--- config.mk ---
export PLATFORM = sky130hd
export DESIGN_NAME = tone_synth
export DESIGN_NICKNAME = d
export VERILOG_FILES = /design/src/rtl/tone_synth.sv
export SDC_FILE = /design/constraint.sdc
export NUM_CORES = 1
export LEC_CHECK = 0
export ABC_AREA = 0
export CAP_MARGIN = 20
export CORE_ASPECT_RATIO = 1.2
export CORE_MARGIN = 4
export CORE_UTILIZATION = 40
export CTS_CLUSTER_DIAMETER = 80
export DETAILED_ROUTE_END_ITERATION = 6
export GPL_TIMING_DRIVEN = 0
export PLACE_DENSITY_LB_ADDON = 0.2
export SYNTH_ARGS = -nofsm -noshare
export SYNTH_HDL_FRONTEND = slang
export SYNTH_SLANG_ARGS = --single-unit
--- constraint.sdc ---
create_clock -name clk -period 4.6 [get_ports clk]
set_input_delay 1.38 -clock clk [delete_from_list [all_inputs] [get_ports clk]]
set_output_delay 1.38 -clock clk [all_outputs]
set_load 0.1 [all_outputs]
--- src/rtl/tone_synth.sv ---
// rtl/tone_synth.sv - square-wave tone synthesizer with linear attack/release envelope
module tone_synth #(
    parameter int          SAMPLE_RATE = 48000,
    parameter logic [23:0] AMPLITUDE   = 24'h100000,
    parameter logic [23:0] STEP        = 24'h000400
) (
    input  logic        clk,
    input  logic        reset,
    input  logic        write_en,
    input  logic [19:0] freq,
    input  logic        write_ready,
    output logic        write,
    output logic [23:0] writedata_left,
    output logic [23:0] writedata_right
);

    localparam int          HALF   = SAMPLE_RATE / 2;
    localparam logic [20:0] HALF21 = 21'(HALF);

    typedef enum logic [1:0] {
        S_IDLE,
        S_ATTACK,
        S_SUSTAIN,
        S_RELEASE
    } state_t;

    state_t      state, state_nx;
    logic [23:0] level, level_nx;
    logic        pol, pol_nx;
    logic [16:0] acc, acc_nx;
    logic [19:0] freq_q, freq_q_nx;

    logic        accept;
    logic        fvalid;
    logic [20:0] sum;
    logic [23:0] sample;

    // The codec sets the pace: every cycle out of reset offers a sample.
    assign write  = write_ready & ~reset;
    assign accept = write_ready & ~reset;

    // Zero or at/above Nyquist is treated as "no tone" and forces a release.
    assign fvalid = (freq_q != 20'd0) && (21'(freq_q) < HALF21);

    // acc stays below HALF, so this never overflows 21 bits.
    assign sum = 21'(acc) + 21'(freq_q);

    // Registered state; everything else is derived combinationally.
    always_ff @(posedge clk) begin
        if (reset) begin
            state  <= S_IDLE;
            level  <= 24'd0;
            pol    <= 1'b1;
            acc    <= 17'd0;
            freq_q <= 20'd0;
        end else begin
            state  <= state_nx;
            level  <= level_nx;
            pol    <= pol_nx;
            acc    <= acc_nx;
            freq_q <= freq_q_nx;
        end
    end

    // Next-state: Bresenham phase stepping, then the envelope FSM.
    always_comb begin
        state_nx  = state;
        level_nx  = level;
        pol_nx    = pol;
        acc_nx    = acc;
        freq_q_nx = freq_q;

        // New frequencies are only picked up at a half-period edge so the
        // running half-cycle is never shortened or stretched mid-way.
        if (accept && (state != S_IDLE)) begin
            if (!fvalid) begin
                freq_q_nx = freq;
            end else if (sum >= HALF21) begin
                acc_nx    = 17'(sum - HALF21);
                pol_nx    = ~pol;
                freq_q_nx = freq;
            end else begin
                acc_nx    = sum[16:0];
            end
        end

        case (state)
            S_IDLE: begin
                level_nx = 24'd0;
                pol_nx   = 1'b1;
                acc_nx   = 17'd0;
                if (write_en) begin
                    freq_q_nx = freq;
                    state_nx  = S_ATTACK;
                end
            end
            S_ATTACK: begin
                if (!write_en || !fvalid) begin
                    state_nx = S_RELEASE;
                end else if (accept) begin
                    if (level >= AMPLITUDE - STEP) begin
                        level_nx = AMPLITUDE;
                        state_nx = S_SUSTAIN;
                    end else begin
                        level_nx = level + STEP;
                    end
                end
            end
            S_SUSTAIN: begin
                level_nx = AMPLITUDE;
                if (!write_en || !fvalid) begin
                    state_nx = S_RELEASE;
                end
            end
            S_RELEASE: begin
                // Retrigger keeps level and phase so the restart is click-free.
                if (write_en && fvalid) begin
                    state_nx = S_ATTACK;
                end else if (accept) begin
                    if (level <= STEP) begin
                        level_nx = 24'd0;
                        state_nx = S_IDLE;
                        acc_nx   = 17'd0;
                        pol_nx   = 1'b1;
                    end else begin
                        level_nx = level - STEP;
                    end
                end
            end
            default: begin
                state_nx = S_IDLE;
            end
        endcase
    end

    // Signed sample from polarity and magnitude; zero level gives zero output.
    always_comb begin
        sample = pol ? level : (24'd0 - level);
    end

    assign writedata_left  = sample;
    assign writedata_right = sample;

endmodule

==> results of run 1 <==
-- final timing paths --
kind,start,endpoint,depth (start not counted)
max,level[11],writedata_right[12],7
max reg2reg,freq_q[0],freq_q[8],14
min reg2reg,acc[5],acc[5],2
min,acc[5],acc[5],2
-- per-layer routing --
| metal | GRT usage, % | share of wire, % | routed length [µm] |
|---|---|---|---|
| met4 | 8.884 | 3.0 | 484 |
| met5 | 0 | 0 | 0 |
| met2 | 40.62 | 53 | 8692 |
| met1 | 25.17 | 40 | 6605 |
| met3 | 1.738 | 3.8 | 619 |
-- logic make-up after synthesis --
kind of cell,Yosys count,synth area share (%)
XOR/XNOR,40,6.875
AO/OA/AOI/OAI,176,24.93
multiplexers,8,2.091
flip-flops,54,20.77
buffers and inverters,105,10.46
adder cells (fa/ha/maj),28,6.875
AND/OR/NAND/NOR,274,27.93
other,1,0.07205
-- registers in the layout (all words and copies together) (netlist names) --
name	count
pol	1
level	14
acc	17
freq_q	20
state	2
-- area by class of cell --
cell class,count,area (µm²),share of cell area (%)
Clock buffer,6,138.9,2.237
Clock inverter,2,12.51,0.2015
Timing Repair Buffer,51,499.2,8.039
Sequential cell,54,1081,17.41
Multi-Input combinational cell,546,3729,60.04
Buffer,90,488.0,7.858
Inverter,15,56.30,0.9067
Tap cell,164,205.2,3.304
-- metrics by stage --
step / TNS (ns) / cell area [µm²] / power [mW] / worst slack (ns) / cells
floorplan: -0.04082 / 5325 / 1.963 / -0.04082 / 705
global placement: -2.475 / 6041 / 2.390 / -0.4792 / 920
detailed placement: -2.864 / 6041 / 2.421 / -0.5712 / 920
CTS: 0 / 6193 / 2.828 / 0.01914 / 928
global route: 0 / 6210 / 3.034 / 0.01107 / 928
finish: 0 / 6210 / 2.836 / 0.1463 / 928
-- cell usage after synthesis (all sizes together), types with 6 or more instances --
cell type	count	share of area, %
buf	45	6.1
nand3	46	4.4
inv	15	1.1
clkbuf	45	3.3
nor4	12	1.4
nor3	23	2.3
nor2b	7	0.84
nand2	40	2.9
a211oi	16	2.5
xor2	24	4.0
a31oi	9	1.4
nand4	27	3.2
a32oi	15	2.5
nor2	67	4.8
o31ai	7	1.2
a21oi	52	5.3
a21o	6	0.89
o21ai	17	1.6
dfxtp	54	21
or3	7	0.96
nor4b	7	1.3
ha	27	6.5
nor3b	16	2.3
xnor2	16	2.8
-- what timing repair did --
action                                  CTS  global route
gates resized for setup                  38            16
endpoints found under the setup margin   16            14
hold buffers                              0             0
-- report_power, final --
| group | total (mW) | internal [mW] | switching (mW) |
|---|---|---|---|
| logic | 1.78 | 0.561 | 1.22 |
| registers | 0.655 | 0.551 | 0.104 |
| clock network | 0.398 | 0.216 | 0.182 |
-- critical path: cells and delay by family (launching register included) --
family,cells,cell delay [ns]
buf+inv,4,1.75
flops,1,0.37
xor+xnor,1,0.20
fa+ha+maj,1,0.30
simple gates,1,0.16
-- cell usage in the layout (no fill, tap or decap), drive strengths merged, types with 5 or more instances in the layout --
cell	count
or3	7
a21oi	52
buf	49
inv	15
a31oi	9
nor4	12
xnor2	16
a211oi	16
and2	5
dfxtp	54
o31ai	7
nor2b	7
clkbuf	54
clkdlybuf4s50	35
o21ai	17
nor3	23
nand2	40
dlymetal6s2s	5
conb	20
nor4b	7
xor2	24
o21a	5
nor2	67
a21o	6
nand3	46
nand4	27
a32oi	15
nor3b	16
ha	27
==> impl_metrics.py, run 1 <==
metrics = {
    "setup_path": {
        "arrival_ns": 3.07,
        "path_class": "flop to output pin",
        "path_cells": "clkbuf_1 -> inv_1 -> ha_1 -> nor2_1 -> xor2_1 -> buf_4 -> clkdlybuf4s50_1",
        "worstPathMaxFanout": 8,
        "cp_slowest_stage_delay_ns": 1.12,
        "rrSetupSlack_ns": 0.63,
        "worstPathRequired_ns": 3.22,
        "slowest_stage": "clkdlybuf4s50_1",
        "end_kind": "output pin",
        "crit_path_start_kind": "flop",
    },
    "synth": {
        "yosysSeqAreaShare_pct": 20.77,
        "syn-instance-count": 686,
        "yosys_register_bits": 54,
        "yosysUniqueCellTypes": 86,
        "synth_ff_type": "dfxtp_1",
        "avgSynthCellArea_um2": 7.587,
        "synth_async_sr_flop_share_pct": 0,
        "yosys_warnings": 0,
        "synth_edf_count": 0,
        "netlist_area_um2": 5205,
    },
    "clock_tree": {
        "cts.path.max_buffers": 2,
        "root_buffer": "clkbuf_16",
        "htreeDepth": 2,
        "clock_latency_ns": 0.30,
        "cts.clk_slew.worst_paths_ns": 0.07,
        "cts_tree": "built",
        "cts_buffers": 5,
        "post_cts_buffers": 0,
        "cts_sinks": 54,
    },
    "sta": {
        "finClkSkew_ns": 0.009911,
        "setup_viol": 0,
        "fin_crit_sh_pct": 96.82,
        "rsz0062_at_grt": "false",
        "fmax_mhz": 224.5,
        "drv_slew": 0,
        "final.min_clock_period_ns": 4.454,
        "tightest_slew_ns": 0.9700,
        "final-hold-violation-count": 0,
        "whs_ns": 0.4673,
        "max_slew_margin_pct": 35.13,
    },
    "die": {
        "die_area_um2": 14910,
        "start_util_pct": 40.90,
        "io_pins": 73,
        "die_y_um": 133.0,
        "core_area_um2": 12720,
        "die_w_um": 112.1,
        "num_rows": 45,
    },
    "detailed_routing": {
        "drt-vias-per-instance": 5.901,
        "wl_per_cell_um": 17.67,
        "vias": 5476,
        "wl_um": 16400,
        "ant_nets": 0,
        "drcViolationCount": 0,
        "drtIter0Drc": 255,
        "dr.pass1.iters": 6,
    },
    "grt": {
        "grt_pass1_wl_um": 27030,
        "antenna_found_initial": 0,
        "gr-usage-all-layers_pct": 21.72,
        "grt_overflow_total": 0,
        "grt_pass1_vias": 5486,
        "grt_max_degree": 17,
    },
    "finish": {
        "postLayoutCoreUtil_pct": 48.80,
        "final_nets": 815,
        "fill_cells": 1302,
        "diodes": 0,
        "drive_gt1_share_pct": 13.35,
        "area_growth_pct": 19.30,
    },
    "place": {
        "port_buffers": 51,
        "gp_congestion": 0.9270,
        "place_hpwl_um": 12840,
    },
    "power_and_ir_drop": {
        "leakagePower_nw": 2.483,
        "vdd_ir_drop_max_uv": 197.4,
        "power_density_nw_per_um2": 456.7,
    },
    "run_status": {
        "status": "finished clean",
    },
    "flow_run": {
        "drv_cap": 0,
    },
    "hold_path": {
        "hp-class": "flop to flop",
    },
}
Power figures use the tool's default switching activity.
==> inputs of run 2 (changes only) <==
MAX_ROUTING_LAYER = met4   (was not set)
clock period = 5 ns   (was 4.6 ns; I/O delays follow)
==> run 2 against run 1 <==
Against the previous run: worst setup slack lost 0.058 ns; first-iteration DRC count grew 3.5%; clock skew grew 0.0024 ns; critical path depth shrank 3; die area is the same; combinational power shrank 8%; clock power shrank 12%; non-clock buffer count is the same; sequential cell count is the same; critical endpoint is now write; largest cell class unchanged.
==> impl_metrics.py, run 2 (synthesis results as in run 1) <==
metrics = {
    "run_status": {
        "status": "finished clean",
    },
    "finish": {
        "final_cell_mix": "nor2_1 (67), dfxtp_1 (54), a21oi_1 (50), nand3_1 (46), clkbuf_1 (44)",
        "final_nets": 815,
        "top_register": "freq_q",
        "final_common_cell": "nor2_1",
        "drive_gt1_share_pct": 12.20,
        "reg.largest.list": "freq_q x20, acc x17, level x14",
        "diodes": 0,
        "largest_reg_flops": 20,
        "area_growth_pct": 17.76,
    },
    "sta": {
        "max_slew_margin_pct": 34.54,
        "fmax_mhz": 203.6,
        "fin_crit_sh_pct": 98.23,
        "setup_tns_ns": 0,
        "final-hold-violation-count": 0,
        "final.min_clock_period_ns": 4.911,
        "finClkSkew_ns": 0.01226,
        "setup_viol": 0,
        "tightest_slew_ns": 0.9789,
        "rsz0062_at_grt": "false",
        "drv_slew": 0,
    },
    "detailed_routing": {
        "drt-vias-per-instance": 5.908,
        "wl_um": 16260,
        "dr.pass1.iters": 7,
        "ant_nets": 0,
        "vias": 5471,
        "wl_per_cell_um": 17.56,
        "drcViolationCount": 0,
        "drtIter0Drc": 264,
    },
    "grt": {
        "grt_max_degree": 15,
        "grt_overflow_total": 0,
        "grt_pass1_wl_um": 26800,
        "grt_pass1_vias": 5414,
        "antenna_found_initial": 0,
        "gr-usage-all-layers_pct": 22.05,
    },
    "hold_path": {
        "whs_path_depth": 2,
        "hold_end": "acc[0]",
        "min_from": "acc[0]",
        "hp-class": "flop to flop",
    },
    "power_and_ir_drop": {
        "leakagePower_nw": 2.394,
        "power.total_mw": 2.594,
        "swShare_pct": 53.29,
        "pwr-share-seq_pct": 23.2,
        "combinationalPowerShare_pct": 63.2,
        "internal_power_mw": 1.212,
        "switching_power_mw": 1.383,
        "p_clk_share_pct": 13.6,
        "vdd_ir_drop_max_uv": 189.4,
        "power_density_nw_per_um2": 423.3,
    },
    "setup_path": {
        "worstPathMaxFanout": 4,
        "worstPathRequired_ns": 3.50,
        "rrSetupSlack_ns": 0.96,
        "reg2reg_from": "freq_q[0]",
        "end_kind": "output pin",
        "r2r_end": "freq_q[12]",
        "crit_path_start_kind": "primary input",
        "path_class": "primary input to output pin",
        "reg2reg_depth": 14,
        "arrival_ns": 3.41,
    },
    "clock_tree": {
        "root_buffer": "clkbuf_16",
        "post_cts_buffers": 0,
        "cts_hold_buf": 0,
        "cts_tree": "built",
        "htreeDepth": 2,
        "clock_latency_ns": 0.30,
        "cts_sinks": 54,
        "cts.clk_slew.worst_paths_ns": 0.07,
        "cts_buffers": 5,
        "cts.path.max_buffers": 2,
    },
    "flow_run": {
        "drv_cap": 0,
    },
    "die": {
        "core_area_um2": 12720,
        "die_w_um": 112.1,
        "die_y_um": 133.0,
        "io_pins": 73,
        "start_util_pct": 40.90,
        "num_rows": 45,
        "die_area_um2": 14910,
    },
    "place": {
        "port_buffers": 51,
        "place_hpwl_um": 12740,
        "gp_congestion": 0.9325,
    },
}
==> run 2: changes by cell type in the layout (fill, tap and decap cells not counted), sizes merged <==
cell           previous run  this run
clkinvlp                  1         0
clkdlybuf4s50            35        41
buf                      49        48
clkdlybuf4s15             3         0
dlymetal6s2s              5         1
clkbuf                   54        55
clkinv                    1         0
dlygate4sd2               1         2
==> run 2: cell type report <==
class / instances / area [µm²]
Inverter: 15 / 56.30
Multi-Input combinational cell: 546 / 3680
Sequential cell: 54 / 1081
Timing Repair Buffer: 51 / 480.5
Clock buffer: 6 / 138.9
Fill cell: 1335 / 6595
Tap cell: 164 / 205.2
Buffer: 90 / 488.0
==> run 2: worst max path at each step <==
stage / from / end / cells past startpoint
after floorplan: level[19] / writedata_right[22] / 6
after global placement: level[13] / writedata_right[23] / 10
after detailed placement: level[13] / writedata_right[23] / 10
after CTS: level[13] / writedata_right[19] / 9
after global routing: write_ready / write / 4
final: write_ready / write / 4
==> run 2: per-layer routing <==
metal	up-vias	part of all wire (%)	global-route usage, %
met5	-	0	-
met1	2578	41	24.84
met4	0	4.6	10.69
met3	54	3.9	1.784
met2	182	51	39.03
li1	2657	-	-
==> run 2: timing repair <==
item | 4_1_cts | 5_1_grt
gates cloned | 0 | 0
resized for setup | 17 | 15
pin swaps | 0 | 0
hold endpoints to repair | 0 | 0
setup endpoints to repair | 9 | 11
==> run 2: per-stage QoR <==
step | hold slack (ns) | setup WS, ns | util [%] | instances | area (µm²)
after floorplan | 0.4337 | 0.08401 | - | 705 | 5299
after global placement | 0.4464 | -0.2056 | 47.27 | 920 | 6015
after detailed placement | 0.4577 | -0.2122 | 47.27 | 920 | 6015
after CTS | 0.4671 | 0.03035 | 48.32 | 926 | 6148
after global routing | 0.4970 | 0.01964 | 48.17 | 926 | 6130
final | 0.4658 | 0.08859 | 48.17 | 926 | 6130
==> run 2: critical path: stages <==
cell and delay [ns]:
clkdlybuf4s50_1 0.49, nand2_1 0.11, inv_1 0.15, clkdlybuf4s50_1 1.16
==> run 2: power by group through the flow <==
stage | registers [mW] | logic [mW] | clock network, mW
after detailed placement | 0.606 | 1.62 | 0
after CTS | 0.598 | 1.62 | 0.359
after global routing | 0.609 | 1.79 | 0.374
after floorplan | 0.569 | 1.24 | 0
final | 0.603 | 1.64 | 0.352
after global placement | 0.605 | 1.60 | 0
